[src/rtl/pipe_pkg.sv]
// Shared definitions for the pipeline interlock controller and its consumers.
package pipe_pkg;
  localparam int REG_W = 5;

  typedef enum logic [1:0] {
    ST_RUN      = 2'b00,
    ST_MUL_BUSY = 2'b01,
    ST_MEM_WAIT = 2'b10
  } state_t;

  // Instruction word the flush consumers load into a bubbled pipeline register.
  localparam logic [31:0] NOP_INSN = 32'h0000_0000;
endpackage

[src/rtl/hazard_detect.sv]
// Load-use hazard: a load in EX writes a register the ID instruction reads.
module hazard_detect #(
  parameter int REG_W = pipe_pkg::REG_W
) (
  input  logic             id_valid,
  input  logic [REG_W-1:0] id_rs,
  input  logic [REG_W-1:0] id_rt,
  input  logic             id_use_rs,
  input  logic             id_use_rt,
  input  logic             ex_valid,
  input  logic             ex_is_load,
  input  logic             ex_wreg,
  input  logic [REG_W-1:0] ex_rd,
  output logic             hz
);
  logic ld_w, rs_m, rt_m;

  // r0 is hard-wired, so a load targeting it never produces a dependency.
  assign ld_w = ex_valid & ex_is_load & ex_wreg & (ex_rd != '0);
  assign rs_m = id_use_rs & (id_rs == ex_rd);
  assign rt_m = id_use_rt & (id_rt == ex_rd);
  assign hz   = ld_w & id_valid & (rs_m | rt_m);
endmodule

[src/rtl/pipe_interlock_ctrl.sv]
// Stall/bubble sequencer: load-use bubbles, multi-cycle multiply holds and
// data-memory freezes, with a saturating stall-cycle counter.
module pipe_interlock_ctrl
  import pipe_pkg::*;
#(
  parameter int REG_W       = pipe_pkg::REG_W,
  parameter int MUL_LAT     = 4,
  parameter int MEM_TIMEOUT = 64,
  parameter int CNT_W       = 16
) (
  input  logic             clk,
  input  logic             clrn,
  input  logic             id_valid,
  input  logic [REG_W-1:0] id_rs,
  input  logic [REG_W-1:0] id_rt,
  input  logic             id_use_rs,
  input  logic             id_use_rt,
  input  logic             id_is_mul,
  input  logic             ex_valid,
  input  logic             ex_is_load,
  input  logic             ex_wreg,
  input  logic [REG_W-1:0] ex_rd,
  input  logic             mem_req,
  input  logic             mem_ready,
  output logic             loaddepen,
  output logic             idex_hold,
  output logic             idex_flush,
  output logic             exmem_flush,
  output logic             pipe_freeze,
  output logic [1:0]       state,
  output logic             mem_err,
  output logic [CNT_W-1:0] stall_cycles
);
  localparam int WAIT_W = $clog2(MEM_TIMEOUT + 1);

  logic              hz, mw;
  state_t            st_q, st_d, saved_q, saved_d, eff;
  logic [3:0]        mul_q, mul_d;
  logic [WAIT_W-1:0] wait_q;
  logic              err_q;
  logic [CNT_W-1:0]  stall_q;
  logic              ld, hold, iflush, eflush;

  hazard_detect #(.REG_W(REG_W)) u_hz (
    .id_valid  (id_valid),
    .id_rs     (id_rs),
    .id_rt     (id_rt),
    .id_use_rs (id_use_rs),
    .id_use_rt (id_use_rt),
    .ex_valid  (ex_valid),
    .ex_is_load(ex_is_load),
    .ex_wreg   (ex_wreg),
    .ex_rd     (ex_rd),
    .hz        (hz)
  );

  assign mw = mem_req & ~mem_ready;

  // The first non-frozen cycle after a wait already behaves as the saved
  // state, so an interrupted multiply loses no stall cycles.
  assign eff = (st_q == ST_MEM_WAIT) ? saved_q : st_q;

  always_comb begin
    st_d    = st_q;
    saved_d = saved_q;
    mul_d   = mul_q;
    ld      = 1'b0;
    hold    = 1'b0;
    iflush  = 1'b0;
    eflush  = 1'b0;
    if (mw) begin
      ld   = 1'b1;
      hold = 1'b1;
      st_d = ST_MEM_WAIT;
      if (st_q != ST_MEM_WAIT) saved_d = st_q;
    end else if (eff == ST_MUL_BUSY) begin
      ld     = 1'b1;
      hold   = 1'b1;
      eflush = 1'b1;
      mul_d  = mul_q - 4'd1;
      st_d   = (mul_q <= 4'd1) ? ST_RUN : ST_MUL_BUSY;
    end else begin
      st_d = ST_RUN;
      if (hz) begin
        ld     = 1'b1;
        iflush = 1'b1;
      end else if (MUL_LAT > 1 && id_valid && id_is_mul) begin
        st_d  = ST_MUL_BUSY;
        mul_d = 4'(MUL_LAT - 1);
      end
    end
  end

  always_ff @(posedge clk or negedge clrn) begin
    if (!clrn) begin
      st_q    <= ST_RUN;
      saved_q <= ST_RUN;
      mul_q   <= '0;
    end else begin
      st_q    <= st_d;
      saved_q <= saved_d;
      mul_q   <= mul_d;
    end
  end

  always_ff @(posedge clk or negedge clrn) begin
    if (!clrn) begin
      wait_q <= '0;
      err_q  <= 1'b0;
    end else if (mw) begin
      if (wait_q != WAIT_W'(MEM_TIMEOUT)) wait_q <= wait_q + 1'b1;
      if (wait_q >= WAIT_W'(MEM_TIMEOUT - 1)) err_q <= 1'b1;
    end else begin
      wait_q <= '0;
    end
  end

  always_ff @(posedge clk or negedge clrn) begin
    if (!clrn)                      stall_q <= '0;
    else if (ld && stall_q != '1)   stall_q <= stall_q + 1'b1;
  end

  assign loaddepen    = clrn & ld;
  assign idex_hold    = clrn & hold;
  assign idex_flush   = clrn & iflush;
  assign exmem_flush  = clrn & eflush;
  assign pipe_freeze  = clrn & mw;
  assign state        = st_q;
  assign mem_err      = err_q;
  assign stall_cycles = stall_q;
endmodule

[config.mk]
export PLATFORM = sky130hd
export DESIGN_NAME = pipe_interlock_ctrl
export DESIGN_NICKNAME = d
export VERILOG_FILES = /design/src/rtl/pipe_pkg.sv /design/src/rtl/hazard_detect.sv /design/src/rtl/pipe_interlock_ctrl.sv
export SDC_FILE = /design/constraint.sdc
export NUM_CORES = 1
export LEC_CHECK = 0
export ABC_CLOCK_PERIOD_IN_PS = 3850
export BUFFER_PORTS_ARGS = -buffer_cell sky130_fd_sc_hd__buf_2
export CAP_MARGIN = 30
export CORE_ASPECT_RATIO = 1.5
export CORE_UTILIZATION = 58
export CTS_BUF_LIST = sky130_fd_sc_hd__clkbuf_2
export DETAILED_ROUTE_END_ITERATION = 12
export PLACE_DENSITY = 0.88
export RECOVER_POWER = 25
export SLEW_MARGIN = 20
export SYNTH_ARGS = -nofsm -noshare
export SYNTH_HDL_FRONTEND = slang
export SYNTH_SLANG_ARGS = --single-unit
[constraint.sdc]
create_clock -name clk -period 3.85 [get_ports clk]
set_input_delay 0.77 -clock clk [delete_from_list [all_inputs] [get_ports clk]]
set_output_delay 0.77 -clock clk [all_outputs]
set_load 0.03 [all_outputs]
== After elaboration in Yosys (flattened, before gate mapping) ==
Cells that the tools add are included.

* Muxes and demuxes: 19
* Bitwise gates (word level): 16
* Equality and inequality tests: 9
* Reduce and logical (&&, ||, !) cells: 7
* Order comparisons: 2
* Add/sub/neg operators: 3

{| class="wikitable"
|+ Operators by type and width
! cell !! count
|-
| $add A16 B1 Y16 const B || 1
|-
| $ne A16 B16 Y1 const B || 1
|-
| $mux W7 || 2
|-
| $and A1 B1 Y1 || 13
|-
| $mux W1 || 12
|-
| $mux W4 || 3
|-
| $eq A5 B5 Y1 || 2
|-
| $add A7 B1 Y7 const B || 1
|-
| $ge A7 B6 Y1 const B || 1
|-
| $ne A7 B7 Y1 const B || 1
|-
| $reduce_bool A5 Y1 || 1
|-
| $le A4 B1 Y1 const B || 1
|-
| $mux W2 || 2
|-
| $ne A2 B1 Y1 const B || 2
|-
| $reduce_and A2 Y1 || 2
|-
| $sub A4 B1 Y4 const B || 1
|-
| $reduce_and A3 Y1 || 1
|-
| $eq A2 B1 Y1 const B || 1
|-
| $eq A2 B2 Y1 const B || 1
|-
| $logic_and A1 B1 Y1 || 2
|-
| $ne A2 B2 Y1 const B || 1
|-
| $not A1 Y1 || 2
|-
| $reduce_bool A2 Y1 || 1
|-
| $or A1 B1 Y1 || 1
|}

* Output and inout port bits: 24
* Flip-flop bits (word level): 32
* Input port bits: 26
* Logic and storage cells: 62

== Longest topological paths before layout ==
* Word-level depth: 9
* Mapped depth: 9
* Gate-level depth less buffers: 7

== Modules after synthesis ==
A second synthesis with hierarchy kept.

* Cells, all modules: 175
* Area, all modules: 1,806.7 um2

{| class="wikitable"
|+ Modules (own cells, without submodules)
! module !! area an instance (um2) !! sequential area each (um2) !! cells each !! times used
|-
| pipe_interlock_ctrl || 1,666.6 || 800.8 || 157 || 1
|-
| hazard_detect || 140.1 || 0.0 || 18 || 1
|}

== Worst setup path after synthesis ==
Ideal clock, no wire load.

* Path type: input port to output port
* From: input ex_rd[1]
* To: output loaddepen
* Arrival: 2.199 ns
* Cell stages on the path: 5
* Buffers on the path: 0
* Setup slack: 0.881 ns
* Cells stage by stage: xnor2_1 -> nand4_1 -> o22ai_1 -> nand2_1 -> a21boi_0

* Word-level cells in the longest chain between the ends: 8
* Elaborated cells between the ends (all ways): 13
* Classes of those cells: 2 x eq/ne; 3 x mux; 7 x bitwise; 1 x reduce/logical

{| class="wikitable"
|+ Ends and longest elaborated chain
! element !! line !! source
|-
| start, declared || pipe_interlock_ctrl.sv:22 || <nowiki>input logic [REG_W-1:0] ex_rd,</nowiki>
|-
| $eq A5 B5 Y1 (tied with other cells) || hazard_detect.sv:20 || <nowiki>assign rs_m = id_use_rs & (id_rs == ex_rd);</nowiki>
|-
| $and A1 B1 Y1, on equally long branches || hazard_detect.sv:20, hazard_detect.sv:19, hazard_detect.sv:21 ||
|-
| $or A1 B1 Y1 or $and A1 B1 Y1 (tied branches) || hazard_detect.sv:22 || <nowiki>assign hz = ld_w & id_valid & (rs_m | rt_m);</nowiki>
|-
| $and A1 B1 Y1 * || hazard_detect.sv:22 ||
|-
| $mux W1 * || pipe_interlock_ctrl.sv:84 || <nowiki>if (hz) begin</nowiki>
|-
| $mux W1 * || pipe_interlock_ctrl.sv:76 || <nowiki>end else if (eff == ST_MUL_BUSY) begin</nowiki>
|-
| $mux W1 * || pipe_interlock_ctrl.sv:71 || <nowiki>if (mw) begin</nowiki>
|-
| $and A1 B1 Y1 * || pipe_interlock_ctrl.sv:123 || <nowiki>assign loaddepen = clrn & ld;</nowiki>
|-
| end, declared || pipe_interlock_ctrl.sv:25 || <nowiki>output logic loaddepen,</nowiki>
|}

Mark *: on every way between the ends. The rest lies on a longest branch, timed or not.

== Final worst setup path ==
* From: input mem_ready
* To: output idex_flush

* Word-level cells in the longest chain between the ends: 4

{| class="wikitable"
|+ Ends and longest elaborated chain
! element !! line !! source
|-
| start, declared || pipe_interlock_ctrl.sv:24 || <nowiki>input logic mem_ready,</nowiki>
|-
| $not A1 Y1 || pipe_interlock_ctrl.sv:57 || <nowiki>assign mw = mem_req & ~mem_ready;</nowiki>
|-
| $and A1 B1 Y1 || pipe_interlock_ctrl.sv:57 ||
|-
| $mux W1 || pipe_interlock_ctrl.sv:71 ||
|-
| $and A1 B1 Y1 || pipe_interlock_ctrl.sv:125 || <nowiki>assign idex_flush = clrn & iflush;</nowiki>
|-
| end, declared || pipe_interlock_ctrl.sv:27 || <nowiki>output logic idex_flush,</nowiki>
|}

No other way between the ends.

==> results.md <==
* Total wirelength of the detailed-routed design at 3.59 mm
* Routed wirelength normalized by instance count at 13.0 um
* Max VDD drop at 0.432 mV
* Vias per inst at 5.58
* Top-level port count at 50
* Netlist area before placement at 1770 um2
* Post-route setup TNS at 0 ns
* Layout-stage area growth over the synthesis result at 17.4%
* Leakage power at 1.02 nW
* Final worst hold slack at 0.343 ns
* HPWL after detailed placement at 2.69 mm
* Number of antenna violations at the first check in global routing at 0
* Min cycle time layout at 3.14 ns
* Max-Slew Margin vs Limit at 14.7%
* Number of port buffers at 49
* Clock sink count at 32
* Result of the run: finished clean
* Async SR Flop Fraction at 100%
* Path category of the worst min-delay check: in2async
* Clock latency on the worst-skew pair at 0.38 ns
* Sequential fraction of the synthesis area at 45.1%
* Cell types with the largest area share after synthesis: dfrtp_1, xnor2_1, xor2_1, nor2_1, ha_1
* EDFF count, synth at 0
* Count of standard-cell rows at 24
* Reg2reg setup slack at 1.40 ns
* Longest Clk Path Bufs at 2
* Flip-flop and latch count after synthesis at 32
* Sum of overflow across all layers after global routing at 0
* Die Wd at 47.2 um
* Via count of the first global-routing pass at 1,483
* Total DRC errors in the routed layout at 0
* Clock input transition at the sequential cells of the worst setup and hold paths at 0.16 ns
* Endpoint of the worst-slack reg-to-reg timing path: stall_cycles[1]
* Post-CTS Hold Fix Bufs at 0
* Total routing usage reported by global routing at 25.1%
* Count of endpoints failing hold in the final timing report at 0
* Clock tree root driver cell: clkbuf_2
* Final Net Count at 268
* Highest fanout seen on the critical path at 12
* Number of distinct standard cells referenced by the synthesized netlist at 41
* Number of fill cells in the layout at 237
* Slew at the pin with the worst max-slew slack at 1.28 ns
* Category of the critical setup timing path: in2out
* Reported max-cap violation count at 0
* Pre-antenna DRT Iters at 4
* Proportion of layout cells with a drive suffix above 1 at 25.7%
* Arrival time at the worst endpoint at 2.37 ns
* Number of antenna-violating nets in the routed design at 0
* Warnings from Yosys at 0
* Startpoint type of the worst setup path: primary input
* Nets in the synthesized netlist at 214
* Count of antenna diodes in the layout at 0
* Initial core utilization at 60.9%
* Gate count of the mapped netlist at 183
* Post-synthesis area per instance at 9.70 um2
* Number of cells traversed by the worst register-to-register path at 6
* Clock buffer count from CTS at 5
* Power per cell area at 506 nW/um2
* Std-Cell Core Area at 2910 um2
* Largest net degree at the start of global routing at 26
* Final period util at 81.4%
* R2R Path Start: stall_cycles[0]
* Die height at 69.7 um
* Die footprint at 3290 um2
* CTS HTree Levels at 2
* Unrepaired setup endpoints after global routing: false
* Timing-limited maximum frequency at 0.319 GHz
* Total via count in the routed design at 1,540
* First element of the critical path: mem_ready
* Top cells by instance count after synthesis: dfrtp_1, nor2_1, nand2_1, xnor2_1, xor2_1
* Number of setup buffers added after CTS at 0
* Initial drt markers at 48
* First-pass GRT wire length at 5.96 mm
* Largest clock skew in the final design at 0.0219 ns
* Most instantiated library cell after synthesis: dfrtp_1
* Critical path destination: idex_flush
* CTS tree: done
* Most area-hungry cell type in the Yosys netlist: dfrtp_1
* Gp weighted congestion at 0.759
* Post-CTS resize count at 0
* Final count of pins violating max slew at 0
* Area share of the leading cell type in the synthesized netlist at 45.1%
* Setup violation total in the final timing report at 0
* Top_reg_cell synth: dfrtp_1
* Required time of the critical path at 3.08 ns
* Critical Path Sink Type: primary output
==> worst max-delay path, cell delays in order <==
cell and delay, ns:
buf_2 0.08, nand2b_1 0.29, inv_1 0.25, a211oi_2 0.55, nand2_1 0.12, nor2_1 0.10
buf_2 0.20
==> power by group <==
| part | leakage, nW | internal, mW | switching (mW) |
|---|---|---|---|
| combinational | 0.585 | 0.144 | 0.255 |
| clock | 0.0288 | 0.0432 | 0.110 |
| sequential | 0.405 | 0.410 | 0.0918 |
==> layout make-up <==
cell class | instances | area (um2) | area share [%]
well taps | 39 | 48.8 | 2.34
clock buffers | 6 | 30.0 | 1.44
multi-input cells | 138 | 913 | 43.8
clock inverters | 1 | 5.00 | 0.240
repair buffers | 50 | 248 | 11.9
flip-flops and latches | 32 | 801 | 38.4
inverters | 10 | 37.5 | 1.80
==> registers in the layout, indices dropped and copies added, names as in the netlist <==
register	flops
wait_q	7
state	2
mem_err	1
mul_q	4
saved_q	2
stall_cycles	16
==> per-stage QoR <==
step | power, mW | cells | setup WS, ns | instance area [um2] | utilization [%]
floorplan | 0.785 | 183 | 0.881 | 1770 | -
detailed placement | 0.910 | 269 | 0.699 | 2050 | 70.5
CTS | 1.06 | 276 | 0.694 | 2090 | 71.7
finish | 1.05 | 276 | 0.715 | 2080 | 71.5
global route | 1.12 | 276 | 0.561 | 2080 | 71.5
global placement | 0.897 | 269 | 0.818 | 2050 | 70.5
==> metal layers <==
metal | GRT usage [%] | vias to the layer above | wire, um
met2 | 40.6 | 59 | 1880
met5 | 0 | - | 0
met1 | 28.3 | 725 | 1440
met3 | 7.55 | 10 | 182
li1 | - | 746 | -
met4 | 12.7 | 0 | 83
==> cells in the final DEF (no fill, tap or decap), types with 2 or more instances in the layout <==
cell and instances:
ha_1 5, a21o_1 2, o2bb2ai_1 2, a21oi_1 10, clkbuf_2 6, nand4_1 5
nor4_1 3, xnor2_1 14, nand2_1 14, buf_2 48, inv_1 10, a31oi_1 2
dfrtp_1 32, and2_1 3, clkbuf_1 2, nand3_1 10, nor3_1 7, xor2_1 14
and3_1 3, a211oi_1 2, o21ai_0 4, nor2_1 19
==> kinds of logic after synthesis <==
kind of cell             Yosys count  share of synthesized area (%)
AO/OA/AOI/OAI                     29                           10.9
multiplexers                       3                           1.83
flip-flops                        32                           45.1
buffers and inverters             13                           3.39
XOR/XNOR                          28                           13.8
AND/OR/NAND/NOR                   73                           21.4
adder cells (fa/ha/maj)            5                           3.53
==> worst min-delay path by stage <==
stage                        to  slack (ns)  depth (start not counted)
2_1_floorplan        saved_q[0]        0.46                          2
3_3_place_gp   stall_cycles[11]        0.49                          1
3_5_place_dp    stall_cycles[8]        0.50                          1
4_1_cts               wait_q[1]        0.23                          1
5_1_grt               wait_q[0]        0.34                          1
6_report              wait_q[0]        0.34                          1
No activity file was read; power rests on OpenSTA's default activity.
